==> src/rtl/sram_axi_bridge.sv <==
// SRAM-like instruction/data ports to a single-beat AXI3 master.
// One read and one write may be outstanding; data responses stay in order.
module sram_axi_bridge #(
   parameter logic [3:0] INST_ID = 4'd0,
   parameter logic [3:0] DATA_ID = 4'd1
) (
   input  logic        aclk,
   input  logic        aresetn,
   input  logic        inst_req,
   input  logic [1:0]  inst_size,
   input  logic [31:0] inst_addr,
   output logic        inst_addr_ok,
   output logic        inst_data_ok,
   output logic [31:0] inst_rdata,
   input  logic        data_req,
   input  logic        data_wr,
   input  logic [1:0]  data_size,
   input  logic [31:0] data_addr,
   input  logic [31:0] data_wdata,
   input  logic [3:0]  data_wstrb,
   output logic        data_addr_ok,
   output logic        data_data_ok,
   output logic [31:0] data_rdata,
   output logic [3:0]  arid,
   output logic [31:0] araddr,
   output logic [3:0]  arlen,
   output logic [2:0]  arsize,
   output logic [1:0]  arburst,
   output logic [1:0]  arlock,
   output logic [3:0]  arcache,
   output logic [2:0]  arprot,
   output logic        arvalid,
   input  logic        arready,
   input  logic [3:0]  rid,
   input  logic [31:0] rdata,
   input  logic [1:0]  rresp,
   input  logic        rlast,
   input  logic        rvalid,
   output logic        rready,
   output logic [3:0]  awid,
   output logic [31:0] awaddr,
   output logic [3:0]  awlen,
   output logic [2:0]  awsize,
   output logic [1:0]  awburst,
   output logic [1:0]  awlock,
   output logic [3:0]  awcache,
   output logic [2:0]  awprot,
   output logic        awvalid,
   input  logic        awready,
   output logic [3:0]  wid,
   output logic [31:0] wdata,
   output logic [3:0]  wstrb,
   output logic        wlast,
   output logic        wvalid,
   input  logic        wready,
   input  logic [3:0]  bid,
   input  logic [1:0]  bresp,
   input  logic        bvalid,
   output logic        bready
);

   typedef enum logic [1:0] {R_IDLE, R_AR, R_R} r_state_e;
   typedef enum logic [1:0] {W_IDLE, W_SEND, W_B} w_state_e;

   r_state_e    r_state_q, r_state_d;
   logic        r_owner_q, r_owner_d;
   logic [31:0] r_addr_q, r_addr_d;
   logic [1:0]  r_size_q, r_size_d;
   logic [31:0] inst_rdata_q, inst_rdata_d;
   logic [31:0] data_rdata_q, data_rdata_d;
   logic        inst_ok_q, inst_ok_d;
   logic        data_ok_q, data_ok_d;

   w_state_e    w_state_q, w_state_d;
   logic [31:0] w_addr_q, w_addr_d;
   logic [1:0]  w_size_q, w_size_d;
   logic [31:0] w_data_q, w_data_d;
   logic [3:0]  w_strb_q, w_strb_d;
   logic        aw_done_q, aw_done_d;
   logic        w_done_q, w_done_d;

   logic        data_rd_acc;
   logic        data_wr_acc;
   logic        inst_acc;
   logic        data_rd_busy;
   logic        r_hs;
   logic        unused_ok;

   // Owner bit: 1 = data port, 0 = instruction port.
   always_comb begin
      data_rd_busy = (r_state_q != R_IDLE) && r_owner_q;
      data_rd_acc  = (r_state_q == R_IDLE) && data_req && !data_wr
                     && (w_state_q == W_IDLE);
      data_wr_acc  = (w_state_q == W_IDLE) && data_req && data_wr
                     && !data_rd_busy;
      inst_acc     = (r_state_q == R_IDLE) && inst_req
                     && !data_rd_acc && !data_wr_acc;
      r_hs         = (r_state_q == R_R) && rvalid;
   end

   always_comb begin
      r_state_d    = r_state_q;
      r_owner_d    = r_owner_q;
      r_addr_d     = r_addr_q;
      r_size_d     = r_size_q;
      inst_rdata_d = inst_rdata_q;
      data_rdata_d = data_rdata_q;
      inst_ok_d    = 1'b0;
      data_ok_d    = 1'b0;
      unique case (r_state_q)
         R_IDLE: begin
            if (data_rd_acc) begin
               r_state_d = R_AR;
               r_owner_d = 1'b1;
               r_addr_d  = data_addr;
               r_size_d  = data_size;
            end else if (inst_acc) begin
               r_state_d = R_AR;
               r_owner_d = 1'b0;
               r_addr_d  = inst_addr;
               r_size_d  = inst_size;
            end
         end
         R_AR: begin
            if (arready) r_state_d = R_R;
         end
         R_R: begin
            if (r_hs) begin
               r_state_d = R_IDLE;
               if (r_owner_q) begin
                  data_rdata_d = rdata;
                  data_ok_d    = 1'b1;
               end else begin
                  inst_rdata_d = rdata;
                  inst_ok_d    = 1'b1;
               end
            end
         end
         default: r_state_d = R_IDLE;
      endcase
      // A write response can never coincide with a data read response.
      if (w_state_q == W_B && bvalid) data_ok_d = 1'b1;
   end

   always_comb begin
      w_state_d = w_state_q;
      w_addr_d  = w_addr_q;
      w_size_d  = w_size_q;
      w_data_d  = w_data_q;
      w_strb_d  = w_strb_q;
      aw_done_d = aw_done_q;
      w_done_d  = w_done_q;
      unique case (w_state_q)
         W_IDLE: begin
            if (data_wr_acc) begin
               w_state_d = W_SEND;
               w_addr_d  = data_addr;
               w_size_d  = data_size;
               w_data_d  = data_wdata;
               w_strb_d  = data_wstrb;
               aw_done_d = 1'b0;
               w_done_d  = 1'b0;
            end
         end
         W_SEND: begin
            if (!aw_done_q && awready) aw_done_d = 1'b1;
            if (!w_done_q && wready) w_done_d = 1'b1;
            if (aw_done_d && w_done_d) begin
               w_state_d = W_B;
               aw_done_d = 1'b0;
               w_done_d  = 1'b0;
            end
         end
         W_B: begin
            if (bvalid) w_state_d = W_IDLE;
         end
         default: w_state_d = W_IDLE;
      endcase
   end

   always_ff @(posedge aclk) begin
      if (!aresetn) begin
         r_state_q    <= R_IDLE;
         r_owner_q    <= 1'b0;
         r_addr_q     <= 32'd0;
         r_size_q     <= 2'd0;
         inst_rdata_q <= 32'd0;
         data_rdata_q <= 32'd0;
         inst_ok_q    <= 1'b0;
         data_ok_q    <= 1'b0;
         w_state_q    <= W_IDLE;
         w_addr_q     <= 32'd0;
         w_size_q     <= 2'd0;
         w_data_q     <= 32'd0;
         w_strb_q     <= 4'd0;
         aw_done_q    <= 1'b0;
         w_done_q     <= 1'b0;
      end else begin
         r_state_q    <= r_state_d;
         r_owner_q    <= r_owner_d;
         r_addr_q     <= r_addr_d;
         r_size_q     <= r_size_d;
         inst_rdata_q <= inst_rdata_d;
         data_rdata_q <= data_rdata_d;
         inst_ok_q    <= inst_ok_d;
         data_ok_q    <= data_ok_d;
         w_state_q    <= w_state_d;
         w_addr_q     <= w_addr_d;
         w_size_q     <= w_size_d;
         w_data_q     <= w_data_d;
         w_strb_q     <= w_strb_d;
         aw_done_q    <= aw_done_d;
         w_done_q     <= w_done_d;
      end
   end

   assign inst_addr_ok = inst_acc;
   assign data_addr_ok = data_rd_acc || data_wr_acc;
   assign inst_data_ok = inst_ok_q;
   assign data_data_ok = data_ok_q;
   assign inst_rdata   = inst_rdata_q;
   assign data_rdata   = data_rdata_q;

   assign arid    = r_owner_q ? DATA_ID : INST_ID;
   assign araddr  = r_addr_q;
   assign arlen   = 4'd0;
   assign arsize  = {1'b0, r_size_q};
   assign arburst = 2'b01;
   assign arlock  = 2'd0;
   assign arcache = 4'd0;
   assign arprot  = 3'd0;
   assign arvalid = (r_state_q == R_AR);
   assign rready  = (r_state_q == R_R);

   assign awid    = DATA_ID;
   assign awaddr  = w_addr_q;
   assign awlen   = 4'd0;
   assign awsize  = {1'b0, w_size_q};
   assign awburst = 2'b01;
   assign awlock  = 2'd0;
   assign awcache = 4'd0;
   assign awprot  = 3'd0;
   assign awvalid = (w_state_q == W_SEND) && !aw_done_q;
   assign wid     = DATA_ID;
   assign wdata   = w_data_q;
   assign wstrb   = w_strb_q;
   assign wlast   = 1'b1;
   assign wvalid  = (w_state_q == W_SEND) && !w_done_q;
   assign bready  = (w_state_q == W_B);

   // Single-beat, in-order slave: ids, responses and rlast carry no information.
   assign unused_ok = ^{rid, rresp, rlast, bid, bresp};

endmodule

==> config.mk <==
export PLATFORM = sky130hd
export DESIGN_NAME = sram_axi_bridge
export DESIGN_NICKNAME = d
export VERILOG_FILES = /design/src/rtl/sram_axi_bridge.sv
export SDC_FILE = /design/constraint.sdc
export NUM_CORES = 1
export LEC_CHECK = 0
export ABC_AREA = 1
export CAP_MARGIN = 20
export CORE_AREA = 2 2 149 151
export DETAILED_ROUTE_END_ITERATION = 10
export DIE_AREA = 0 0 151 153
export GPL_TIMING_DRIVEN = 0
export HOLD_SLACK_MARGIN = 0.05
export PLACE_DENSITY = 0.69
export SYNTH_ARGS = -nofsm -noshare
export SYNTH_HDL_FRONTEND = slang
export SYNTH_SLANG_ARGS = --single-unit
==> constraint.sdc <==
create_clock -name aclk -period 1.52 [get_ports aclk]
set_input_delay 0.152 -clock aclk [delete_from_list [all_inputs] [get_ports aclk]]
set_output_delay 0.152 -clock aclk [all_outputs]
set_load 0.005 [all_outputs]
==> reports/metrics.cfg, run 1 <==
[status]
status=finished, violations left
violations=negative setup slack

[flow_run]
maxCapViolCount=0

[setup_path]
crit_type=reg -> out
cp_cell_sequence=nor2_4 > nand2_4 > nor2_4 > buf_12 > inv_6 > clkbuf_16 > nand2_4 > buf_6
cp_slowest_cell=dfxtp_2
cp_max_fo=10
crit_family=simple AND/OR/NAND/NOR gates
cp.arrival_ps=1580
end_kind=output port
crit_path_start_kind=flop
worst-path-buf-inv=4
cp.required_ps=1370
slowest_delay_ps=340

[routing]
post-route-drc-count=0
wirelength_um=27900
wl_met3_um=1730
avgRoutedWirePerCell_um=17.5
wl_met1_um=11400
dr.pass1.iters=5
first_iter_violations=331
ant_nets=0
vias_per_cell=4.71
vias=7496
highest_layer=met4
dr_wl_met2_um=13800

[yosys]
synth_cells=883
ys_seq_elements=177
synth_top_area_cell=dfxtp_1
yosysMostFrequentCell=nor2_1
netlist_area_um2=6880
synthTopCellsByArea=dfxtp_1 (52%), nor2_1 (10%), a21oi_1 (9.1%)
avgSynthCellArea_um2=7.79
synth_edf_count=0
synth_top_flop_cell=dfxtp_1
async_reset_ff_frac=0
yosys_warnings=0
netlist.area_leader.share=0.515
synthTopCellsByCount=nor2_1 (190), dfxtp_1 (177), a21oi_1 (125), o21ai_0 (125), buf_4 (48)
synth.distinct_cells=22
yosysSeqAreaShare=0.515

[clock_tree]
numCtsBuffers=17
cts_hold_buffers=0
cts_tree=done
cts.sinks=177
path_clk_slew_ps=70
root_buffer=clkbuf_16
clockBufferDepth=2
clk_latency_ps=440
h-tree-depth=4

[floorplan]
fp.coreArea_um2=21500
die_x_um=151
initial_utilization=0.320
std_cell_rows=54
die-area_um2=23100
ios=381
die-height_um=153

[power_and_ir_drop]
power_density_nw_per_um2=1130
vdd_drop_max_uv=682
p_leak_uw=0.00531

[sta]
fmax_mhz=577
min_period_over_period=1.14
finClkSkew_ps=16.6
finalCriticalPeriod_ps=1730
maxSlewHeadroom=0.440
hold_ws_ps=281
setup-violations-final=49
tightest_slew_ps=839
rsz0062_at_grt=yes
report.final.slew_viol_count=0
hold_violations=0
fin_ws_ps=-212

[global_routing]
grt_pass1_wl_um=40700
gr-total-overflow=0
grt_pass1_vias=7215
grt_max_degree=17
antenna_found_initial=1
track_usage=0.230

[placed_design]
placed_cells=1527
post_dp_cell_area_um2=10600
dp_hpwl_um=19600
place_ws_ps=-814
routabilityCongestion=0.812
portBuffers=322

[cells_and_area]
seqCellArea_um2=3570
drive_gt1_frac=0.245
syn_to_final_growth_pct=86.1
fillers=1936
stdcell_area_um2=12800
stdcell_count=1593
final_nets=1459
multi_input_area_um2=3440

[min_path]
worstHoldPathType=in -> reg

## cells in the final DEF, fill, tap and decap left out, types with 10 or more instances in the layout
cell type / Yosys / routed
buf_12: 0 / 10
nor2_2: 4 / 17
nor2_4: 0 / 11
conb_1: 2 / 44
clkdlybuf4s50_1: 0 / 297
clkbuf_16: 0 / 23
buf_6: 3 / 14
nand2_1: 46 / 41
dlymetal6s2s_1: 0 / 19
clkbuf_1: 33 / 24
a21oi_1: 125 / 75
nand3_1: 37 / 35
a21oi_2: 0 / 47
o21ai_0: 125 / 75
dfxtp_2: 0 / 13
dfxtp_1: 177 / 162
inv_1: 38 / 36
nor2_1: 190 / 166
buf_4: 48 / 60
o21ai_2: 0 / 47
## logic make-up after synthesis
group | after synthesis | share of synthesized area
other cells | 2 | 0.00109
simple gates | 282 | 0.164
buf+inv | 149 | 0.115
compound gates | 264 | 0.192
mux | 9 | 0.0131
flops | 177 | 0.515
## timing repair
action                                  in CTS  in global routing
gates resized for setup                    271                134
endpoints found under the setup margin     129                188
cloned                                      11                  3
pin swaps                                   24                 37
setup buffers                               24                  6
## path summary, 6_finish.rpt
| kind | startpoint | endpoint | slack [ps] | cells past startpoint |
|---|---|---|---|---|
| hold reg to reg | data_rdata[26] | data_rdata[26] | 460 | 2 |
| setup reg to reg | w_state_q[1] | araddr[1] | -200 | 12 |
| hold / removal | data_addr[16] | awaddr[16] | 280 | 3 |
| setup / recovery | w_state_q[1] | data_addr_ok | -210 | 8 |
## registers in the layout (all words and copies together) (netlist names), 2 cells and up
register,cells
araddr,32
awaddr,32
data_rdata,32
inst_rdata,32
wdata,32
wstrb,4
r_size_q,2
r_state_q,2
w_size_q,2
w_state_q,2
## metrics by stage
step / TNS, ps / power [uW] / utilization
finish: -5220 / 14500 / 0.596
global route: -9040 / 15200 / 0.596
CTS: -9380 / 14300 / 0.575
detailed placement: -47100 / 8860 / 0.494
global placement: -44050 / 8820 / 0.494
floorplan: 0 / 6880 / -
## per-layer routing
metal | global-route usage | up-vias
li1 | - | 3662
met1 | 0.284 | 3489
met2 | 0.390 | 294
met3 | 0.0513 | 51
met4 | 0.0895 | 0
met5 | 0 | -
## power by group
group          internal, uW  leakage (uW)  total, uW  switching, uW
logic                  2720       0.00362       4890           2170
registers              5180       0.00145       5560            377
clock network          2140      0.000243       4080           1940
## worst register-to-register path: cells and delay by family, from the launching register on
| family | cells | cell delay [ps] |
|---|---|---|
| compound gates | 2 | 160 |
| flops | 1 | 340 |
| buf+inv | 4 | 550 |
| simple gates | 6 | 570 |
## final cells by class
class / count / area share
timing repair buffer: 362 / 0.304
buffer: 102 / 0.0669
antenna: 1 / 0.000195
sequential: 177 / 0.279
tap: 280 / 0.0274
inverter: 41 / 0.0134
clock inverter: 10 / 0.00606
multi-input combinational: 599 / 0.269
clock buffer: 21 / 0.0352
Note: power is estimated with default switching activity, not from simulation.
==> inputs of run 2 (changes only) <==
==> config.mk (replaced) <==
export PLATFORM = sky130hd
export DESIGN_NAME = sram_axi_bridge
export DESIGN_NICKNAME = d
export VERILOG_FILES = /design/src/rtl/sram_axi_bridge.sv
export SDC_FILE = /design/constraint.sdc
export NUM_CORES = 1
export LEC_CHECK = 0
export CAP_MARGIN = 20
export CORE_AREA = 2 2 148 150
export DETAILED_ROUTE_END_ITERATION = 10
export DIE_AREA = 0 0 150 152
export GPL_TIMING_DRIVEN = 0
export HOLD_SLACK_MARGIN = 0.05
export PLACE_DENSITY = 0.72
export SYNTH_ARGS = -nofsm -noshare
export SYNTH_HDL_FRONTEND = slang
export SYNTH_SLANG_ARGS = --single-unit
==> run 2 against run 1 <==
The flow still finishes with violations (negative setup slack). Area after synthesis is 7.4% higher. Global-route usage is 1.3 points lower. Core utilization is 0.94 points lower. Register-to-register slack better by 50 ps. Setup slack worse by 52 ps. Routed wire length is 6.3% lower. Critical path depth is 2 lower. Sequential share of layout area is 0.60 points higher. Synthesized cell count is 8.6% lower. Largest cell class unchanged. Clock skew is 4.5 ps lower.
==> reports/metrics.cfg, run 2 <==
[yosys]
synthTopCellsByArea=dfxtp_1 (48%), nand2_1 (14%), mux2i_1 (9.5%)
synth_fa_ha_area_frac=0
netlist.area_leader.share=0.479
avgSynthCellArea_um2=9.16
synthTopCellsByCount=nand2_1 (271), dfxtp_1 (177), mux2i_1 (70)
synth_top_area_cell=dfxtp_1
yosys_warnings=0
synth_edf_count=0
synth_compound_area_frac=0.168
synth.distinct_cells=37
async_reset_ff_frac=0
synth_top_flop_cell=dfxtp_1
yosysSeqAreaShare=0.479
ys_seq_elements=177
synthMuxAreaShare=0.0979
synth_cells=807
yosysMostFrequentCell=nand2_1
netlist_area_um2=7390
synth_top_family_by_area=compound AO/OA/AOI/OAI gates
yosys.area_share.simple=0.164
synth-xor-area-share=0

[floorplan]
fp.coreArea_um2=21400
initial_utilization=0.346
std_cell_rows=54
die_x_um=150
die-height_um=152
ios=381
die-area_um2=22800

[placed_design]
routabilityCongestion=0.782
portBuffers=322
post_dp_cell_area_um2=11100
dp_hpwl_um=18700

[cells_and_area]
final_common_cell=clkdlybuf4s50_1
syn_to_final_growth_pct=69.4
final_nets=1371
stdcell_area_um2=12500
drive_gt1_frac=0.149
fillers=1893
layout_common_cells=clkdlybuf4s50_1 (303), nand2_1 (270), dfxtp_1 (169), mux2i_1 (69), buf_4 (61)

[status]
violations=negative setup slack
status=finished, violations left

[setup_path]
crit_path_start_kind=flop
worst_r2r_path_depth=6
cp_slowest_cell=dfxtp_4
cp_max_fo=10
cp.arrival_ps=1630
path_depth=6
crit_type=reg -> out
cp_cell_sequence=nor3b_4 > buf_6 > buf_12 > buf_8 > a21o_1 > buf_6
worst-path-buf-inv=4
critical_path.most_common_cell=buf_6
end_kind=output port
r2r_setup_slack_ps=-150
cp.required_ps=1370
crit_family=buffers and inverters
slowest_delay_ps=360

[global_routing]
grt_max_degree=19
track_usage=0.217
grt_pass1_wl_um=38300
gr-total-overflow=0
antenna_found_initial=1
grt_pass1_vias=6798

[power_and_ir_drop]
vdd_drop_max_uv=740
p_leak_uw=0.00491
power_density_nw_per_um2=954

[sta]
tightest_slew_ps=753
fin_ws_ps=-264
hold_violations=0
min_period_over_period=1.17
rsz0062_at_grt=yes
hold_ws_ps=83.3
report.final.slew_viol_count=0
finalCriticalPeriod_ps=1780
fmax_mhz=561
finClkSkew_ps=12.1
setup-violations-final=90
maxSlewHeadroom=0.498

[routing]
ant_nets=0
vias=7042
vias_per_cell=4.68
dr.pass1.iters=5
post-route-drc-count=0
avgRoutedWirePerCell_um=17.4
wirelength_um=26100
first_iter_violations=284

[clock_tree]
root_buffer=clkbuf_16
cts_tree=done
cts.sinks=177
h-tree-depth=4
numCtsBuffers=17
clk_latency_ps=440
clockBufferDepth=2
path_clk_slew_ps=70

[flow_run]
maxCapViolCount=0

[min_path]
worstHoldPathType=in -> reg
whs_path_depth=3

==> run 2: report_power, final <==
| part | internal [uW] | leakage, uW | switching, uW |
|---|---|---|---|
| sequential | 4890 | 0.00145 | 160 |
| clock | 2350 | 0.000290 | 2130 |
| combinational | 1490 | 0.00317 | 927 |
==> run 2: path summary, 6_finish.rpt <==
path,startpoint,endpoint
hold reg to reg,inst_rdata[29],inst_rdata[29]
setup reg to reg,r_state_q[0],araddr[17]
hold / removal,aresetn,aw_done_q
setup / recovery,w_state_q[0],data_addr_ok
==> run 2: cell families after synthesis <==
family | after synthesis
flip-flops | 177
AO/OA/AOI/OAI | 144
other | 2
buffers and inverters | 114
multiplexers | 71
AND/OR/NAND/NOR | 299
==> run 2: routing by layer <==
metal	up-vias	GRT usage	share of wire
met1	3301	0.252	0.40
met3	29	0.0751	0.082
li1	3450	-	-
met4	0	0.0620	0.018
met5	-	0	0
met2	262	0.376	0.50
==> run 2: layout make-up <==
cell class	count	area (um2)	share of cell area
Clock inverter	15	170	0.0136
Buffer	107	840	0.0670
Antenna cell	1	2.50	0.000200
Sequential cell	177	3560	0.285
Multi-Input combinational cell	558	3520	0.281
Tap cell	280	350	0.0280
Inverter	1	3.75	0.000300
Timing Repair Buffer	350	3650	0.291
Clock buffer	17	425	0.0340
==> run 2: tightest hold or removal path: cells and delay by family <==
family / cells / cell delay (ps)
compound gates: 1 / 60
buf+inv: 1 / 130
simple gates: 1 / 120
==> run 2: timing repair <==
action,4_1_cts,5_1_grt
setup endpoints to repair,179,152
gates resized for setup,92,88
pin swaps,6,33
setup buffers,14,5
gates cloned,2,7
hold buffers,0,0
==> run 2: metrics by stage <==
step	power [uW]	setup TNS, ps	worst slack [ps]	utilization	std cells
global route	12400	-15100	-352	0.586	1506
global placement	7140	-91150	-1090	0.521	1451
finish	11900	-8250	-264	0.586	1506
detailed placement	7150	-94560	-1080	0.521	1451
floorplan	5970	-720	-26.5	-	849
CTS	11800	-15110	-317	0.565	1495
